`config.mk`:
```
export PLATFORM = sky130hd
export DESIGN_NAME = load_store_unit
export DESIGN_NICKNAME = d
export VERILOG_FILES = /design/src/rtl/lsu_pkg.sv /design/src/rtl/lsu_load_align.sv /design/src/rtl/load_store_unit.sv
export SDC_FILE = /design/constraint.sdc
export NUM_CORES = 1
export LEC_CHECK = 0
export CAP_MARGIN = 25
export CORE_ASPECT_RATIO = 0.5
export CORE_MARGIN = 3
export CORE_UTILIZATION = 41
export DETAILED_ROUTE_END_ITERATION = 8
export GPL_TIMING_DRIVEN = 0
export HOLD_SLACK_MARGIN = 0.05
export PLACE_DENSITY_LB_ADDON = 0.3
export SLEW_MARGIN = 20
export SYNTH_ARGS = -nofsm -noshare
export SYNTH_HDL_FRONTEND = slang
export SYNTH_SLANG_ARGS = --single-unit
```
`constraint.sdc`:
```
create_clock -name clk -period 2 [get_ports clk]
set_clock_uncertainty 0.15 [all_clocks]
set_input_delay 0.4 -clock clk [delete_from_list [all_inputs] [get_ports clk]]
set_output_delay 0.4 -clock clk [all_outputs]
set_load 0.01 [all_outputs]
```
`src/rtl/lsu_pkg.sv`:
```
// Shared definitions for the load/store unit.
//   - funct3 encodings for the supported access sizes
//   - lsu_state_e: IDLE / REQ / WAIT_R / RESP
//   - helpers that classify a request as illegal or misaligned
package lsu_pkg;

  localparam logic [2:0] LSU_B  = 3'b000;
  localparam logic [2:0] LSU_H  = 3'b001;
  localparam logic [2:0] LSU_W  = 3'b010;
  localparam logic [2:0] LSU_BU = 3'b100;
  localparam logic [2:0] LSU_HU = 3'b101;

  typedef enum logic [1:0] {IDLE, REQ, WAIT_R, RESP} lsu_state_e;

  // Unsigned variants only make sense for loads.
  function automatic logic f3_illegal(input logic [2:0] f3, input logic we);
    case (f3)
      LSU_B, LSU_H, LSU_W: return 1'b0;
      LSU_BU, LSU_HU:      return we;
      default:             return 1'b1;
    endcase
  endfunction

  function automatic logic f3_misaligned(input logic [2:0] f3, input logic [1:0] lo);
    case (f3)
      LSU_H, LSU_HU: return lo[0];
      LSU_W:         return |lo;
      default:       return 1'b0;
    endcase
  endfunction

endpackage

```
`src/rtl/lsu_load_align.sv`:
```
// Combinational load alignment: picks the byte/halfword lane addressed by
// addr_lo out of the bus word and sign- or zero-extends it per funct3.
// Ports:
//   rdata   in  32  raw bus read word
//   addr_lo in  2   low address bits of the access
//   funct3  in  3   access size / signedness
//   data    out 32  extended load result (0 for unsupported funct3)
module lsu_load_align
  import lsu_pkg::*;
(
  input  logic [31:0] rdata,
  input  logic [1:0]  addr_lo,
  input  logic [2:0]  funct3,
  output logic [31:0] data
);

  logic [7:0]  byte_l;
  logic [15:0] half_l;

  always_comb begin
    case (addr_lo)
      2'd0:    byte_l = rdata[7:0];
      2'd1:    byte_l = rdata[15:8];
      2'd2:    byte_l = rdata[23:16];
      default: byte_l = rdata[31:24];
    endcase
    // addr_lo[0] is ignored for halfwords: an unaligned halfword (when not
    // trapped) is forced onto its containing aligned lane.
    half_l = addr_lo[1] ? rdata[31:16] : rdata[15:0];
  end

  always_comb begin
    case (funct3)
      LSU_B:   data = {{24{byte_l[7]}}, byte_l};
      LSU_BU:  data = {24'd0, byte_l};
      LSU_H:   data = {{16{half_l[15]}}, half_l};
      LSU_HU:  data = {16'd0, half_l};
      LSU_W:   data = rdata;
      default: data = '0;
    endcase
  end

endmodule

```
`src/rtl/load_store_unit.sv`:
```
// Load/store unit sitting after the single-cycle datapath. Turns one
// load/store instruction into one valid/ready bus request, holds the PC via
// stall while outstanding, and returns extended load data.
// Build option: LSU_MISALIGN_TRAP_EN -- when defined, misaligned H/HU/W
// accesses complete immediately with rsp_err and no bus access; otherwise
// the low address bits are ignored (forced alignment).
// Ports:
//   clk, reset_n                      clock, async active-low reset
//   req_valid/req_ready/req_we/req_funct3/req_addr/req_wdata  datapath request
//   rsp_valid/rsp_rdata/rsp_err       one-cycle completion pulse
//   stall                             freeze PC while the access is pending
//   m_valid/m_ready/m_we/m_addr/m_be/m_wdata  bus request channel
//   m_rvalid/m_rdata                  bus read-data return
module load_store_unit
  import lsu_pkg::*;
#(
  parameter int TIMEOUT_CYC = 255
) (
  input  logic        clk,
  input  logic        reset_n,
  input  logic        req_valid,
  output logic        req_ready,
  input  logic        req_we,
  input  logic [2:0]  req_funct3,
  input  logic [31:0] req_addr,
  input  logic [31:0] req_wdata,
  output logic        rsp_valid,
  output logic [31:0] rsp_rdata,
  output logic        rsp_err,
  output logic        stall,
  output logic        m_valid,
  input  logic        m_ready,
  output logic        m_we,
  output logic [31:0] m_addr,
  output logic [3:0]  m_be,
  output logic [31:0] m_wdata,
  input  logic        m_rvalid,
  input  logic [31:0] m_rdata
);

  localparam int CW = $clog2(TIMEOUT_CYC + 1);

  lsu_state_e      state, state_nxt;
  logic            we_q, err_q;
  logic [2:0]      f3_q;
  logic [31:0]     addr_q, wdata_q, rdata_q, load_word;
  logic [CW-1:0]   tcnt;
  logic            bad_req, timeout;

  always_comb begin
    bad_req = f3_illegal(req_funct3, req_we);
`ifdef LSU_MISALIGN_TRAP_EN
    bad_req = bad_req | f3_misaligned(req_funct3, req_addr[1:0]);
`endif
  end

  // Last cycle of the budget: this REQ/WAIT_R cycle is number TIMEOUT_CYC.
  assign timeout = (tcnt == CW'(TIMEOUT_CYC - 1));

  always_ff @(posedge clk or negedge reset_n) begin
    if (!reset_n) state <= IDLE;
    else          state <= state_nxt;
  end

  always_comb begin
    state_nxt = state;
    req_ready = 1'b0;
    m_valid   = 1'b0;
    rsp_valid = 1'b0;
    case (state)
      IDLE: begin
        req_ready = 1'b1;
        if (req_valid) state_nxt = bad_req ? RESP : REQ;
      end
      REQ: begin
        m_valid = 1'b1;
        if (m_ready)      state_nxt = we_q ? RESP : WAIT_R;
        else if (timeout) state_nxt = RESP;
      end
      WAIT_R: begin
        if (m_rvalid || timeout) state_nxt = RESP;
      end
      RESP: begin
        rsp_valid = 1'b1;
        state_nxt = IDLE;
      end
      default: state_nxt = IDLE;
    endcase
  end

  always_ff @(posedge clk or negedge reset_n) begin
    if (!reset_n) begin
      we_q    <= 1'b0;
      f3_q    <= '0;
      addr_q  <= '0;
      wdata_q <= '0;
      rdata_q <= '0;
      err_q   <= 1'b0;
      tcnt    <= '0;
    end else begin
      case (state)
        IDLE: if (req_valid) begin
          we_q    <= req_we;
          f3_q    <= req_funct3;
          addr_q  <= req_addr;
          wdata_q <= req_wdata;
          rdata_q <= '0;
          err_q   <= bad_req;
          tcnt    <= '0;
        end
        REQ: begin
          tcnt <= tcnt + CW'(1);
          if (!m_ready && timeout) err_q <= 1'b1;
        end
        WAIT_R: begin
          tcnt <= tcnt + CW'(1);
          if (m_rvalid)     rdata_q <= load_word;
          else if (timeout) err_q   <= 1'b1;
        end
        default: ;
      endcase
    end
  end

  lsu_load_align u_align (
    .rdata   (m_rdata),
    .addr_lo (addr_q[1:0]),
    .funct3  (f3_q),
    .data    (load_word)
  );

  // Bus fields are only driven while a request is presented.
  always_comb begin
    m_we    = m_valid & we_q;
    m_addr  = m_valid ? {addr_q[31:2], 2'b00} : '0;
    m_be    = '0;
    m_wdata = '0;
    if (m_we) begin
      case (f3_q)
        LSU_B: begin
          m_be    = 4'b0001 << addr_q[1:0];
          m_wdata = {4{wdata_q[7:0]}};
        end
        LSU_H: begin
          m_be    = addr_q[1] ? 4'b1100 : 4'b0011;
          m_wdata = {2{wdata_q[15:0]}};
        end
        default: begin
          m_be    = 4'b1111;
          m_wdata = wdata_q;
        end
      endcase
    end
  end

  assign rsp_rdata = rsp_valid ? rdata_q : '0;
  assign rsp_err   = rsp_valid & err_q;
  assign stall     = req_valid & ~rsp_valid;

endmodule

```
## Word level (Yosys, flattened, before mapping)

Index checks and enable logic that the tools add are counted.

| cells by class | value |
|---|---|
| reduce and logical (&&, ||, !) cells | 18 |
| add/subtract/negate cells | 1 |
| muxes and demuxes | 31 |
| equality and inequality tests | 21 |
| shift operators | 1 |
| bitwise gates (word level) | 4 |

Operators with widths:

| cell | count |
|---|---|
| $mux 32 | 5 |
| $pmux 32 s5 | 1 |
| $pmux 32 s2 | 2 |
| $pmux 8 s3 | 1 |
| $mux 16 | 1 |
| $pmux 8 s2 | 1 |
| $eq 3x3->1 const B | 4 |
| $ne 2x2->1 const B | 6 |
| $mux 2 | 5 |
| $add 8x1->8 const B | 1 |
| $eq 8x8->1 const B | 1 |
| $mux 1 | 8 |
| $mux 4 | 2 |
| $mux 8 | 1 |
| $pmux 2 s4 | 1 |
| $pmux 4 s2 | 1 |
| $eq 2x2->1 const B | 3 |
| $eq 3x1->1 const B | 2 |
| $eq 3x2->1 const B | 2 |
| $logic_not 3->1 | 2 |
| $reduce_and 3->1 | 2 |
| $reduce_and 5->1 | 1 |
| $eq 2x1->1 const B | 2 |
| $logic_not 2->1 | 2 |
| 14 further kinds | 19 |

| word-level totals | value |
|---|---|
| output and inout port bits | 106 |
| bits in registers | 111 |
| word-level logic and storage cells | 84 |
| bits of input ports | 105 |

## Logic depth before layout (Yosys ltp)

| depth | value |
|---|---|
| word-level depth | 6 |
| gate-level depth with buffers | 7 |
| gate-level depth less buffers | 6 |

## By module

Synthesis repeated with hierarchy kept, for this count alone.

| second synthesis, totals | value |
|---|---|
| cells, all modules | 680 |
| area, all modules | 6612.6 µm² |

Modules (own cells, without submodules):

| module | area an instance (µm²) | instances | cells an instance |
|---|---|---|---|
| load_store_unit | 5541.6 | 1 | 546 |
| lsu_load_align | 1071.0 | 1 | 134 |

## Worst setup path after synthesis

Ideal clock, no wire load.

| path | value |
|---|---|
| path kind | reg-to-reg |
| from | register state[0] |
| to | register rdata_q[24] |
| clock period less this slack | 2128 ps |
| stages on the path, launching flop included | 8 |
| slack | -128 ps |
| required time | 1786 ps |
| data arrival time | 1913 ps |
| cell sequence | dfrtp_1 inv_1 ha_1 nand2b_2 nand3_2 nor3_1 buf_2 a221o_2 |

| between the ends | value |
|---|---|
| longest elaborated chain between the ends | 3 |
| elaborated cells on any way between the ends | 7 |
| classes of those cells | 3 x eq/ne; 1 x mux; 3 x reduce/logical |

RTL lines:

| what | RTL line | RTL |
|---|---|---|
| start: declaration | load_store_unit.sv:43 | `lsu_state_e state, state_nxt;` |
| start signal: assignment | load_store_unit.sv:62 | `else state <= state_nxt;` |
| $eq 2x2->1 or $logic_not 2->1 (tied branches) | load_store_unit.sv:101 | `case (state)` |
| $ne 2x2->1 (no line) or $reduce_bool 2->1 (tied branches) | - |  |
| $reduce_and 3->1 (no line) | - |  |
| end signal: assignment | load_store_unit.sv:117 | `if (m_rvalid) rdata_q <= load_word;` |
| end: declaration | load_store_unit.sv:46 | `logic [31:0] addr_q, wdata_q, rdata_q, load_word;` |

Parallel ways exist; a longest one is shown, timed or not.
A chain may end at the register's enable or synchronous reset.

## Worst setup path after layout

| path | value |
|---|---|
| from | register state[1] |
| to | output rsp_rdata[25] |

| between the ends | value |
|---|---|
| longest elaborated chain between the ends | 3 |

RTL lines:

| what | RTL line | RTL |
|---|---|---|
| $eq 2x2->1 | load_store_unit.sv:70 | `case (state)` |
| $mux 1 | load_store_unit.sv:70 |  |
| $mux 32 | load_store_unit.sv:156 | `assign rsp_rdata = rsp_valid ? rdata_q : '0;` |
| end: declaration | load_store_unit.sv:28 | `output logic [31:0] rsp_rdata,` |

Every way passes these cells.

==> flow_summary.toml <==
[routing]
avgViaCountPerCell = 5.50
num_vias = 5543
drc = 0
postRouteAntennaNets = 0
wl_per_cell_um = 21.1
firstDrtPassIters = 5
drt_iter0_drc = 380
totalWireLength_um = 21300

[logic_synthesis]
synth-seq-cells = 111
yosysTopAreaCell = "dfrtp_1"
async_flop_share = 1.00
netlist_instances = 527
synth_cell_type_count = 45
synth-edff-count = 0
synthTopCellsByArea = "dfrtp_1, mux2_2, and2_1"
ys_warn_count = 0
syn_avg_cell_area_um2 = 11.2
yosysTopAreaCellShare = 0.473
synth_area_um2 = 5880
synth.yosys.seq_area_share = 0.473
ys.flop_type = "dfrtp_1"

[finish]
most-common-layout-cells = "dfrtp_1, clkdlybuf4s50_1, buf_6"
area_delta_synth_final_pct = 70.0
register_area_um2 = 2780
antenna_cells = 0
multi_input_comb_area_um2 = 3440
layout-drive-gt1-share = 0.537
final_common_cell = "dfrtp_1"
fin_nets = 923
fillers = 912

[critical_path]
reg2reg_slack_ns = -0.05
cp.arrival_ns = 1.77
critPathCaptureType = "output pin"
cp_top_family = "buffers and inverters"
required_ns = 1.45
startpoint_type = "flop"
critPathMostFrequentCell = "clkbuf_16"
crit_buf_inv = 5
rr_startpoint = "state[1]"
crit_chain = "buf_4 -> buf_6 -> ha_4 -> clkbuf_16 -> clkbuf_16 -> and2_1 -> buf_2"
slowest_stage = "dfrtp_1"
path_max_fanout = 5
timing.rr.end = "rdata_q[28]"
startpoint = "state[1]"
critPathKind = "reg -> out"
crit_path_max_incr_delay_ns = 0.41
rr_worst_depth = 8

[clock_tree]
cts-root-buf = "clkbuf_16"
clkLatencyLatePin_ns = 0.35
cts-htree-levels = 3
clkSinkCount = 111
cts-buffers-inserted = 9
clk_pin_slew_ns = 0.07
tritoncts = "built"
cts_buffer_depth = 2

[timing]
hold_viol = 0
worstMarginPinSlew_ns = 0.609
min_period_over_period = 1.16
setup_ws_ns = -0.317
setup_viol = 117
fin_crit_ns = 2.32
tns_ns = -24.16
rsz0062_at_grt = "true"
relSlewSlack = 0.591
drv_slew = 0
fmax_mhz = 432

[place]
port_buffers = 208
routabilityCongestion = 0.863
dpl.hpwl_um = 13300

[floorplanning]
core_um2 = 13800
die_w_um = 175
die_area_um2 = 15900
die_y_um = 90.7
initial_core_util = 0.427
pin_count = 211
num_rows = 30

[outcome]
violations = "setup timing"
status = "complete, but fails checks"

[pwr]
powerDensity_nw_per_um2 = 1530
ir_drop_mv = 0.728
leakagePower_nw = 4.48
p_total_w = 0.0153

[min_path]
hold_class = "in -> reg"
holdPathStages = 2
min_from = "m_rdata[23]"
whs_endpoint = "rdata_q[23]"

[grt]
grt_pass1_wl_um = 31600
grt_start_max_net_pins = 77
antenna_found_initial = 0
overflow = 0
track_usage = 0.252
grt_pass1_vias = 5773

[run]
drv_cap = 0
==> cells in the mapped netlist, types with 2 or more instances <==
master      n
dfrtp_1   111
mux2_2     69
and2_1     63
nand2_1    31
clkbuf_1   25
a21oi_1    23
o21ai_0    22
nor2_1     20
a22oi_1    16
a221o_1    14
mux2i_1    12
a22o_1     11
a221o_2    10
and3_1     10
a211oi_1    8
inv_1       8
mux4_2      8
buf_1       6
buf_2       6
ha_1        6
nand2b_1    6
nand3_1     4
nor4_1      4
a21o_1      3
buf_6       3
nor3_1      3
xnor2_1     3
buf_4       2
nor2b_1     2
o211ai_1    2
or3_1       2
==> metrics by stage <==
step,instance area [µm²],hold WS (ns),instances,setup WS (ns),util
final,9990,0.240,1007,-0.317,0.725
after global routing,9990,0.260,1007,-0.372,0.725
after detailed placement,8250,0.174,929,-0.856,0.599
after floorplan,5900,-0.0456,528,0.00756,-
after CTS,9410,0.357,992,-0.387,0.683
after global placement,8220,0.330,928,-4.08,0.597
==> layout make-up <==
class                      instances  share of cell area
timing repair buffer             278               0.270
buffer                            37              0.0487
inverter                           8             0.00376
clock buffer                      11              0.0243
tap                              192              0.0241
clock inverter                     3             0.00689
multi-input combinational        367               0.344
sequential                       111               0.278
==> worst max-delay path by stage <==
stage / end / cells past startpoint
finish: rsp_rdata[25] / 7
global route: m_wdata[8] / 5
CTS: m_wdata[10] / 7
detailed placement: m_wdata[16] / 7
global placement: addr_q[11] / 1
floorplan: m_wdata[10] / 6
==> power by group <==
group	switching, W	leakage [nW]	internal (W)
Combinational	0.00415	2.95	0.00508
Sequential	0.000801	1.38	0.00329
Clock	0.000828	0.152	0.00112
Total	0.00578	4.48	0.00950
==> state kept, by name, summed over array words and instances, names as in the netlist <==
name and cells:
addr_q 32, rdata_q 32, wdata_q 32, tcnt 8
f3_q 3, state 2, err_q 1, we_q 1
==> metal layers <==
layer,vias up,track usage,wire (µm)
met1,2789,0.311,8420
met2,234,0.436,10900
met5,-,0,0
li1,2470,-,-
met4,0,0.0908,565
met3,50,0.0575,1320
==> repair_timing <==
action                                  in CTS  in global routing
endpoints found under the hold margin       35                  0
resized for setup                          643                148
endpoints found under the setup margin     206                162
cloned                                       7                  3
hold buffers                                 1                  0
pin swaps                                   23                 17
buffers inserted                            42                 18
==> cell families (layout without fill, tap and decap cells) <==
kind of cell,after synthesis,count (layout),share of synthesized area
AO/OA/AOI/OAI,115,115,0.147
XOR/XNOR,3,3,0.00447
adder cells (fa/ha/maj),6,6,0.0128
buffers and inverters,50,337,0.0383
flip-flops,111,111,0.473
multiplexers,89,89,0.183
other,1,2,0.000638
AND/OR/NAND/NOR,152,152,0.141
Power figures use the tool's default switching activity.
